<file path="src/rtl/pipeline_ctrl_pkg.sv">
// pipeline_ctrl_pkg
//   Shared widths and constants for the hazard/flush controller and its
//   scoreboard. These values are the defaults of the module parameters.
//   Ports: none (package).
package pipeline_ctrl_pkg;

    localparam int              REG_ADDR_SIZE = 5;              // register address width
    localparam int              PC_SIZE       = 32;             // fetch address width
    localparam logic [31:0]     TRAP_VECTOR   = 32'h0000_0100;  // exception redirect target
    localparam int              BUSY_W        = 32;             // one busy bit per architectural register

endpackage

</file>
<file path="src/rtl/pipeline_ctrl_pipe_scoreboard.sv">
// pipe_scoreboard
//   Tracks the destination register of the instructions sitting in EX, MEM
//   and WB, and reports which registers still have a write pending.
// Ports:
//   clk, reset   clock, synchronous active-high reset
//   advance      1 = pipe moves this edge (memory stage not stalling)
//   squash       1 = the instruction currently in EX is discarded this edge
//   issue_wr     1 = a register-writing instruction enters EX this edge
//   issue_rd     destination register of the entering instruction
//   busy_vec     bit r = register r is written by an in-flight instruction
module pipe_scoreboard
    import pipeline_ctrl_pkg::*;
#(
    parameter int RA_W = REG_ADDR_SIZE
) (
    input  logic              clk,
    input  logic              reset,
    input  logic              advance,
    input  logic              squash,
    input  logic              issue_wr,
    input  logic [RA_W-1:0]   issue_rd,
    output logic [BUSY_W-1:0] busy_vec
);

    logic            ex_v, mem_v, wb_v;
    logic [RA_W-1:0] ex_rd, mem_rd, wb_rd;

    always_ff @(posedge clk) begin
        if (reset) begin
            ex_v   <= 1'b0;
            mem_v  <= 1'b0;
            wb_v   <= 1'b0;
            ex_rd  <= '0;
            mem_rd <= '0;
            wb_rd  <= '0;
        end else if (advance) begin
            wb_v   <= mem_v;
            wb_rd  <= mem_rd;
            // A squashed EX instruction never reaches MEM; older MEM/WB
            // producers are untouched and keep their busy bits.
            mem_v  <= ex_v && !squash;
            mem_rd <= ex_rd;
            ex_v   <= issue_wr;
            ex_rd  <= issue_rd;
        end else if (squash) begin
            // Pipe is held but the flush is single-cycle, so drop EX now.
            ex_v   <= 1'b0;
        end
    end

    // Writes to r0 are filtered at issue, but mask bit 0 anyway so r0 can
    // never cause a stall.
    always_comb begin
        busy_vec = '0;
        if (ex_v)  busy_vec[ex_rd]  = 1'b1;
        if (mem_v) busy_vec[mem_rd] = 1'b1;
        if (wb_v)  busy_vec[wb_rd]  = 1'b1;
        busy_vec[0] = 1'b0;
    end

endmodule

</file>
<file path="src/rtl/pipeline_ctrl.sv">
// pipeline_ctrl
//   Hazard and flush controller for the 5-stage core (no forwarding).
//   Stalls decode on read-after-write hazards against EX/MEM/WB, and turns
//   EX redirect requests / exceptions into a registered one-cycle flush
//   plus a fetch redirect.
// Handshake: decode presents dec_valid; the instruction is accepted into EX
//   on any edge where dec_valid=1 and stall_decode=0 and flush_out=0 and
//   mem_stall=0. Decode must hold its instruction stable while stalled.
// Ports:
//   clk, reset                   clock, synchronous active-high reset
//   dec_valid                    decode holds a valid instruction
//   dec_rs1/rs2_addr, _used      source registers and whether they are read
//   dec_rd_addr, dec_rd_wen      destination register and write enable
//   ex_redirect_req/_addr        taken branch/jump in EX and its target
//   ex_exception                 EX instruction raised an exception
//   mem_stall                    memory stage busy; whole pipe holds
//   stall_fetch/decode/execute   hold signals for the front stages
//   flush_out                    one-cycle flush of fetch/decode/execute
//   redirect_valid/_addr         load redirect_addr into the PC
//   busy_vec                     registers with a pending write
module pipeline_ctrl
    import pipeline_ctrl_pkg::*;
#(
    parameter int              RA_W     = REG_ADDR_SIZE,
    parameter int              PC_W     = PC_SIZE,
    parameter logic [PC_W-1:0] TRAP_VEC = PC_W'(TRAP_VECTOR)
) (
    input  logic              clk,
    input  logic              reset,
    input  logic              dec_valid,
    input  logic [RA_W-1:0]   dec_rs1_addr,
    input  logic [RA_W-1:0]   dec_rs2_addr,
    input  logic              dec_rs1_used,
    input  logic              dec_rs2_used,
    input  logic [RA_W-1:0]   dec_rd_addr,
    input  logic              dec_rd_wen,
    input  logic              ex_redirect_req,
    input  logic [PC_W-1:0]   ex_redirect_addr,
    input  logic              ex_exception,
    input  logic              mem_stall,
    output logic              stall_fetch,
    output logic              stall_decode,
    output logic              stall_execute,
    output logic              flush_out,
    output logic              redirect_valid,
    output logic [PC_W-1:0]   redirect_addr,
    output logic [BUSY_W-1:0] busy_vec
);

    logic            flush_q, redir_q;
    logic [PC_W-1:0] addr_q;
    logic            hazard, issue, issue_wr, flush_req;

    assign hazard = dec_valid &&
                    ((dec_rs1_used && busy_vec[dec_rs1_addr]) ||
                     (dec_rs2_used && busy_vec[dec_rs2_addr]));

    assign issue    = dec_valid && !hazard && !mem_stall && !flush_q;
    assign issue_wr = issue && dec_rd_wen && (dec_rd_addr != '0);

    // While stalled the requester stays in EX and asks again later; while
    // flushing, the requester has already moved on so the request is stale.
    assign flush_req = (ex_exception || ex_redirect_req) && !mem_stall && !flush_q;

    pipe_scoreboard #(.RA_W(RA_W)) u_scoreboard (
        .clk      (clk),
        .reset    (reset),
        .advance  (!mem_stall),
        .squash   (flush_q),
        .issue_wr (issue_wr),
        .issue_rd (dec_rd_addr),
        .busy_vec (busy_vec)
    );

    always_ff @(posedge clk) begin
        if (reset) begin
            flush_q <= 1'b0;
            redir_q <= 1'b0;
            addr_q  <= '0;
        end else begin
            flush_q <= flush_req;
            redir_q <= flush_req;
            if (flush_req) begin
                addr_q <= ex_exception ? TRAP_VEC : ex_redirect_addr;
            end
        end
    end

    assign flush_out      = flush_q;
    assign redirect_valid = redir_q;
    assign redirect_addr  = addr_q;

    // Hazard stall leaves execute running so a bubble flows into EX;
    // a flush cycle releases every stall.
    assign stall_execute = mem_stall && !flush_q;
    assign stall_decode  = (mem_stall || hazard) && !flush_q;
    assign stall_fetch   = stall_decode;

endmodule

</file>
<file path="config.mk">
export PLATFORM = sky130hd
export DESIGN_NAME = pipeline_ctrl
export DESIGN_NICKNAME = d
export VERILOG_FILES = /design/src/rtl/pipeline_ctrl_pkg.sv /design/src/rtl/pipeline_ctrl_pipe_scoreboard.sv /design/src/rtl/pipeline_ctrl.sv
export SDC_FILE = /design/constraint.sdc
export NUM_CORES = 1
export LEC_CHECK = 0
export BUFFER_PORTS_ARGS = -buffer_cell sky130_fd_sc_hd__buf_2
export CAP_MARGIN = 40
export CORE_ASPECT_RATIO = 1.75
export CORE_MARGIN = 10
export CORE_UTILIZATION = 40
export CTS_CLUSTER_SIZE = 28
export DETAILED_ROUTE_END_ITERATION = 8
export HOLD_SLACK_MARGIN = 0.15
export PLACE_DENSITY = 0.75
export SYNTH_ARGS = -nofsm -noshare
export SYNTH_HDL_FRONTEND = slang
export SYNTH_HIERARCHICAL = 1
export SYNTH_SLANG_ARGS = --single-unit
</file>
<file path="constraint.sdc">
create_clock -name clk -period 8.15 [get_ports clk]
set_input_delay 1.2225 -clock clk [delete_from_list [all_inputs] [get_ports clk]]
set_output_delay 1.2225 -clock clk [all_outputs]
set_load 0.01 [all_outputs]
</file>
* Yosys cells after proc, flatten, opt, wreduce, memory -nomap -nowiden *
Index checks and enable logic that the tools add are counted.

word-level totals
  register bits after elaboration = 51
  bits in latches = 0
  memory bits (writable) = 0
  memory bits (read-only) = 0
  input bits = 56
  output and inout port bits = 69
  logic and storage cells = 58
  memories kept = 0

cells by class
  $add $sub $neg = 0
  $mul = 0
  div/mod/pow operators = 0
  magnitude comparators = 8
  equality and inequality tests = 1
  shift-type cells = 0
  muxes and demuxes = 16
  bitwise operators = 2
  reduce and logical (&&, ||, !) cells = 23

operators by type and width
  kind                count
  $mux 32             4
  $or 32x32->32       2
  $lt 5x6->1 const B  5
  $logic_and 1x1->1   16
  $demux 1 s5         3
  $ge 5x1->1 const B  3
  $bmux 1 s5          2
  $mux 1              7
  $reduce_bool 5->1   1
  $logic_not 1->1     3
  $logic_or 1x1->1    3
  $ne 2x1->1 const B  1

* Logic depth before layout (Yosys ltp) *
Gate-level depths: netlist of run 1.

  depth in word-level cells = 21
  depth in mapped cells = 11
  gate-level depth less buffers = 10

* Modules after synthesis *
The synthesis of run 1 kept the hierarchy.

modules (own cells, without submodules)
  module           times used  cells each  area each (um^2)  sequential area each (um^2)
  pipeline_ctrl    1           134         1640.3            660.6
  pipe_scoreboard  1           203         1456.4            360.3

* Worst setup path after synthesis of run 1 *
No wires, ideal clock.

  kind = input-to-output
  start = input dec_rs1_addr[1]
  end = output stall_fetch
  data arrival time = 3.003 ns
  required time = 6.928 ns
  path slack = 3.925 ns
  stages on the path = 7
  buffers on the path = 2
  cell sequence = buf_2 > mux4_2 > mux2_2 > o221a_1 > a32o_1 > a31o_1 > buf_4

between the ends
  cells in the longest elaborated chain, start to end = 7

ends and longest elaborated chain
  what                          line                 text
  start: declaration            pipeline_ctrl.sv:31  input logic [RA_W-1:0] dec_rs1_addr,
  $bmux 1 s5                    pipeline_ctrl.sv:55  ((dec_rs1_used && busy_vec[dec_rs1_addr]) ||
  $mux 1 (not written as such)  pipeline_ctrl.sv:55
  $logic_and 1x1->1             pipeline_ctrl.sv:55
  $logic_or 1x1->1              pipeline_ctrl.sv:55
  $logic_and 1x1->1             pipeline_ctrl.sv:54  assign hazard = dec_valid &&
  $logic_or 1x1->1              pipeline_ctrl.sv:96  assign stall_decode = (mem_stall || hazard) && !flush_q;
  $logic_and 1x1->1             pipeline_ctrl.sv:96
  end: declaration              pipeline_ctrl.sv:41  output logic stall_fetch,

No other way between the ends. The select of a mux whose other input is x is not followed.

* Final worst setup path of run 1 *
  start = register u_scoreboard.ex_rd[1]
  end = output stall_decode

between the ends
  cells in the longest elaborated chain, start to end = 16
  elaborated cells on any way between the ends = 20
  those cells by class = order compare: 2; mux: 9; bitwise: 2; reduce/logical: 7

ends and longest elaborated chain
  what                                                                   line                                      text
  start: declaration                                                     pipeline_ctrl_pipe_scoreboard.sv:26       logic [RA_W-1:0] ex_rd, mem_rd, wb_rd;
  start signal: assignment                                               pipeline_ctrl_pipe_scoreboard.sv:44       ex_rd <= issue_rd;
  $lt 5x6->1 (not written as such) / $ge 5x1->1 (equally long branches)  pipeline_ctrl_pipe_scoreboard.sv:55       if (ex_v) busy_vec[ex_rd] = 1'b1;
  $logic_and 1x1->1 (not written as such)                                pipeline_ctrl_pipe_scoreboard.sv:55
  $mux 1 (not written as such)                                           pipeline_ctrl_pipe_scoreboard.sv:55
  $demux 1 s5 *                                                          -
  $mux 32 *                                                              pipeline_ctrl_pipe_scoreboard.sv:55
  $or 32x32->32 (no source line)                                         -
  $mux 32 *                                                              pipeline_ctrl_pipe_scoreboard.sv:56       if (mem_v) busy_vec[mem_rd] = 1'b1;
  $or 32x32->32 (no source line)                                         -
  $mux 32 *                                                              pipeline_ctrl_pipe_scoreboard.sv:57       if (wb_v) busy_vec[wb_rd] = 1'b1;
  $bmux 1 s5, on equally long branches                                   pipeline_ctrl.sv:55, pipeline_ctrl.sv:56
  $mux 1, on equally long branches                                       pipeline_ctrl.sv:55, pipeline_ctrl.sv:56
  $logic_and 1x1->1, on equally long branches                            pipeline_ctrl.sv:55, pipeline_ctrl.sv:56
  $logic_or 1x1->1 *                                                     pipeline_ctrl.sv:55
  $logic_and 1x1->1 *                                                    pipeline_ctrl.sv:54
  $logic_or 1x1->1 *                                                     pipeline_ctrl.sv:96
  $logic_and 1x1->1 *                                                    pipeline_ctrl.sv:96
  end: declaration                                                       pipeline_ctrl.sv:42                       output logic stall_decode,

Every way passes the cells marked *; elsewhere a longest branch is shown, timed or not. The select of a mux whose other input is x is not followed.

==> results of run 1 <==
-- critical path, cell delays in order, from the launching register on --
cell,delay (ns)
dfxtp_1,0.42
and3b_1,0.34
a222oi_1,0.40
inv_1,0.14
mux4_1,0.51
mux2_2,0.28
o221a_1,0.24
a32o_1,0.26
a31o_1,0.24
buf_2,0.14
-- metal layers --
metal | vias up | global-route usage, % | wire (microns)
met5 | - | 0 | 0
met4 | 0 | 8.590 | 403
met3 | 41 | 6.171 | 1159
met2 | 221 | 27.92 | 4813
met1 | 1464 | 16.96 | 3827
li1 | 1446 | - | -
-- power groups by stage --
stage | clock, mW | combinational (mW) | sequential [mW]
floorplan | 0 | 0.0424 | 0.273
global placement | 0 | 0.0683 | 0.273
detailed placement | 0 | 0.0722 | 0.273
CTS | 0.266 | 0.0722 | 0.268
global route | 0.274 | 0.0785 | 0.270
finish | 0.261 | 0.0718 | 0.269
-- through the flow --
step / setup WS (ns) / hold WS, ns
after CTS: 3.719 / 0.4791
after floorplan: 3.925 / 0.4826
after global placement: 3.806 / 0.4575
after global routing: 3.631 / 0.4884
final: 3.659 / 0.4746
after detailed placement: 3.785 / 0.4595
-- area by class of cell --
type / count / area share (%)
multi-input combinational: 245 / 48.55
sequential: 51 / 26.20
timing repair buffer: 127 / 16.89
clock buffer: 6 / 3.308
tap: 88 / 2.826
clock inverter: 2 / 1.541
inverter: 7 / 0.6744
-- state kept, by name (all words and copies together), names as in the netlist --
name,flops
u_scoreboard/mem_rd,5
u_scoreboard/ex_rd,5
u_scoreboard/ex_v,1
redirect_addr,32
u_scoreboard/wb_rd,5
u_scoreboard/mem_v,1
redirect_valid,1
u_scoreboard/wb_v,1
-- worst paths after layout --
path / slack, ns / cells after the start / endpoint
worst max register to register: 5.22 / 10 / u_scoreboard/ex_v
worst min-delay path: 0.47 / 1 / redirect_addr[31]
worst max-delay path: 3.66 / 9 / stall_decode
worst min register to register: 0.47 / 1 / redirect_addr[31]
-- cells in the final DEF, fill, tap and decap left out, drive strengths merged, types with 2 or more instances in the layout --
cell type,Yosys,final
buf,18,127
nand2,58,58
dfxtp,51,51
a22o,31,31
a22oi,29,29
nor2,25,25
mux2i,21,21
and3b,15,15
mux4,15,15
nor3b,13,13
inv,7,7
and3,6,6
clkbuf,16,6
mux2,4,4
nor3,4,4
a222oi,3,3
nand3b,2,2
nand2b,2,2
o21ai,2,2
bufinv,0,2
a21oi,2,2
-- kinds of logic after synthesis --
kind of cell	after synthesis
muxes	40
DFF	51
buffers and inverters	41
and+or+nand+nor	128
other	1
AOI/OAI and AO/OA	76
==> out/results.txt, run 1 <==
Global route total overflow = 0
Post-synthesis xor/xnor area fraction = 0%
Crit start category = flop
Worst Setup SP = u_scoreboard/ex_rd[1]
Final wirelength = 10200 microns
Post-CTS Hold Buffers = 0
Worst rel slew slack = 54.90%
Clock share of power = 43.4%
# clock sinks = 51
Area grow syn2layout = 25.82%
Gpl congestion = 0.9404
Row Count = 42
DIE HEIGHT = 136.4 microns
Synth area leaders = dfxtp_1 (33%), a22o_1 (8.8%), mux4_2 (8.0%)
Clk Latency, worst-skew pair = 0.29 ns
Total track usage = 16.43%
Setup_tns = 0 ns
Postcts setup bufs = 0
H-tree depth = 2
#FFs+latches synth = 51
Multiplexer share of the synthesized area = 19.64%
Placed Area = 3707 sq um
Logic pwr share = 11.9%
Vias in the first global route = 3244
Antenna violation net count after detailed routing = 0
Via density = 6.030
# setup viols final = 0
Power density over the cells = 154.3 nW/um^2
Clock Tree Root = clkbuf_16
Crit end category = primary output
Fin crit share = 55.10%
Worst Path Arrival = 3.27 ns
Most used flip-flop cell after synthesis = dfxtp_1
DRC = 0
I/O Pins = 125
Biggest area consumer among synthesized cells = dfxtp_1
Largest net degree at the start of global routing = 32
1st-pass router iterations = 7
RSZ-0062 raised after global routing = no
Post-synthesis sequential area ratio = 32.97%
Leakage = 2.026 nW
Switching Share = 22.04%
First-pass GRT wire length = 15990 microns
Avg Cell Area, Syn = 9.189 sq um
Adder-Cell Fraction of Synth Area = 0%
CTS max path bufs = 2
Complex-gate fraction of the synthesized area = 19.88%
Post-Syn Area = 3097 sq um
CTS tree = yes
Yosys cell types = 38
Hold_sp = redirect_addr[31]
Crit path max fanout = 8
WL per Instance = 19.40 microns
Placed cell count = 518
Async SR Flop Fraction = 0%
Max_cap viols = 0
Hpwl dp = 8080 microns
Sequential power share = 44.7%
Antenna fix cells = 0
Via count = 3172
Fin cells = 526
Synth Area in Simple Gates = 21.21%
Slew Limit Fails = 0
Antenna violations before repair = 0
Port Buf Inserts = 123
Mapped Cells = 337
Area of the multi-input gates = 1892 sq um
Effective utilization at floorplan = 40.92%
EDFF count, synth = 0
F_max = 0.2227 GHz
Endpoints failing hold = 0
Synth top cells by count = nand2_1 (58), dfxtp_1 (51), a22o_1 (31)
Int Pwr = 0.4688 mW
Final #Nets = 493
Clk pin slew, worst setup/hold paths = 0.06 ns
Die Area = 11800 sq um
Net Switching = 0.1325 mW
Die X = 86.51 microns
Combinational family with the most area after synthesis = simple AND/OR/NAND/NOR gates
Syn_nets = 393
CTS resizes = 0
TritonCTS buffer count = 5
Worst vdd ir = 0.1956 mV
Reg-to-reg startpoint = u_scoreboard/ex_rd[1]
Overall Power = 0.6013 mW
Req. time, crit path = 6.93 ns
Final Util = 51.49%
Worst min-delay path category = reg -> reg
Initial DRC Count = 212
Design Area, Final = 3896 sq um
Core Box Area = 7567 sq um
Register Area = 1021 sq um
Most frequent cell after synthesis = nand2_1
Fillers = 685
Crit Path Category = reg -> out
Post-layout minimum cycle time = 4.491 ns
Share of cells above drive strength 1 = 34.93%
Clock Skews = 0.005289 ns
Slew @ Worst Pin = 0.6735 ns
Synth top area share = 32.97%
Outcome = finished, final reports clean
Warnings, synthesis = 6
(Power assumes the default switching activity.)
==> run 2: changes to the inputs <==
PLACE_DENSITY = 0.78   (was 0.75)
clock period = 3.66 ns   (was 8.15 ns; I/O delays follow)
==> run 2 against run 1 <==
Against the previous run:
- total power up 100%
- global-route usage up 0.057 points
- first-iteration DRC count up 9.9%
- register-to-register slack worse by 4.2 ns
- via count down 2.2%
- combinational power up 130%
- routed wire length down 4.4%
- utilization up 0.58 points
- clock power up 70%
- final cell count up 1.1%
- worst hold slack worse by 0.0054 ns
- clock skew about the same
- critical path type unchanged
- critical endpoint unchanged
==> out/results.txt, run 2 (synthesized netlist as in run 1, its figures left out) <==
Antenna violations before repair = 0
Stages on worst setup path = 10
# clock sinks = 51
Setup_tns = 0 ns
CTS max path bufs = 2
CTS tree = yes
DRC = 0
Gpl congestion = 0.9287
Area grow syn2layout = 27.23%
# setup viols final = 0
Crit start category = flop
Post-layout minimum cycle time = 3.521 ns
Hpwl dp = 8078 microns
Share of cells above drive strength 1 = 40.54%
TritonCTS buffer count = 5
Design Area, Final = 3940 sq um
Final #Nets = 499
Top delay family on crit path = compound AO/OA/AOI/OAI gates
Leakage = 2.037 nW
Effective utilization at floorplan = 40.92%
Worst rel slew slack = 60.98%
Clock Skews = 0.005038 ns
Max_cap viols = 0
Worst Reg-to-Reg Cells = 11
Antenna fix cells = 0
Port Buf Inserts = 123
Die Area = 11800 sq um
Final wirelength = 9757 microns
Slew Limit Fails = 0
Place WS = 0.2785 ns
Die X = 86.51 microns
Req. time, crit path = 3.11 ns
Total track usage = 16.48%
RSZ-0062 raised after global routing = no
Worst vdd ir = 0.3144 mV
Clk Latency, worst-skew pair = 0.29 ns
I/O Pins = 125
Post-CTS Hold Buffers = 0
Crit end category = primary output
Most frequent cells in the layout = buf_2 (123), nand2_1 (58), dfxtp_1 (43)
Clock Tree Root = clkbuf_16
Largest net degree at the start of global routing = 32
Slew @ Worst Pin = 0.5828 ns
F_max = 0.2841 GHz
Row Count = 42
Crit Path Category = reg -> out
Power density over the cells = 305.8 nW/um^2
Commonest non-fill, non-tap cell in the layout = buf_2
Overall Power = 1.205 mW
Fin cells = 532
Via count = 3101
Max reg flops = 32
H-tree depth = 2
Fin crit share = 96.19%
Final setup margin = 0.1395 ns
Crit path buf inv count = 2
1st-pass router iterations = 5
Placed Area = 3710 sq um
Worst Path Arrival = 2.97 ns
First-pass GRT wire length = 16000 microns
DIE HEIGHT = 136.4 microns
Slowest CP cell = mux4_2
Critical path, cell by cell = and3b_2 -> buf_4 -> a22oi_1 -> nand2_1 -> mux4_2 -> mux2_2 -> o221a_1 -> a32o_2 -> a31o_1 -> buf_2
Core Box Area = 7567 sq um
Outcome = finished, final reports clean
Delay of the slowest cell on the worst path = 0.45 ns
Crit path max fanout = 6
Via density = 5.829
Endpoints failing hold = 0
Placed cell count = 519
Clk pin slew, worst setup/hold paths = 0.07 ns
Antenna violation net count after detailed routing = 0
WL per Instance = 18.34 microns
Hold path cells = 2
Initial DRC Count = 233
Worst min-delay path category = in -> reg
Vias in the first global route = 3356
Global route total overflow = 0
run 2: cell count changes in the layout (fill, tap and decap cells not counted), moves of 2 or more:
cell       previous run  this run
dfxtp_4               0         2
and3b_1              15         8
clkinv_2              0         2
bufinv_16             2         0
and3b_2               0         7
buf_4                 1         8
dfxtp_1              51        43
dfxtp_2               0         6
run 2: through the flow:
stage                     hold slack, ns  utilization (%)
final                             0.4692            52.07
after global routing              0.4634            52.07
after CTS                         0.4581            50.99
after detailed placement          0.4584            49.02
after global placement            0.4592            48.83
after floorplan                   0.4826                -
run 2: cell type report:
class / instances / area [sq um]
repair buffers: 133 / 710.7
fillers: 700 / 3627
multi-input cells: 245 / 1913
clock buffers: 5 / 125.1
inverters: 7 / 26.28
clock inverters: 3 / 18.77
flip-flops and latches: 51 / 1036
well taps: 88 / 110.1
run 2: path summary, 6_finish.rpt:
kind,startpoint,to,slack [ns]
setup reg to reg,u_scoreboard/ex_rd[1],u_scoreboard/ex_v,1.02
hold / removal,ex_redirect_addr[28],redirect_addr[28],0.47
setup / recovery,u_scoreboard/ex_rd[1],stall_decode,0.14
hold reg to reg,redirect_addr[15],redirect_addr[15],0.48
run 2: power breakdown:
part	leakage, nW	internal, mW	switching (mW)
logic	1.54	0.0779	0.0866
clock network	0.0740	0.253	0.192
registers	0.419	0.576	0.0192
total	2.04	0.907	0.297
run 2: metal layers:
metal  GRT usage [%]  vias to the layer above  wire length [microns]
li1                -                     1460                      -
met1           16.27                     1394                   3590
met2           26.94                      197                   4539
met3           7.130                       50                   1044
met4           11.48                        0                    584
met5               0                        -                      0
run 2: repair_timing:
item | in CTS | in global routing
setup endpoints to repair | 2 | 2
pin swaps | 0 | 2
resized for setup | 4 | 18
setup buffers | 0 | 5
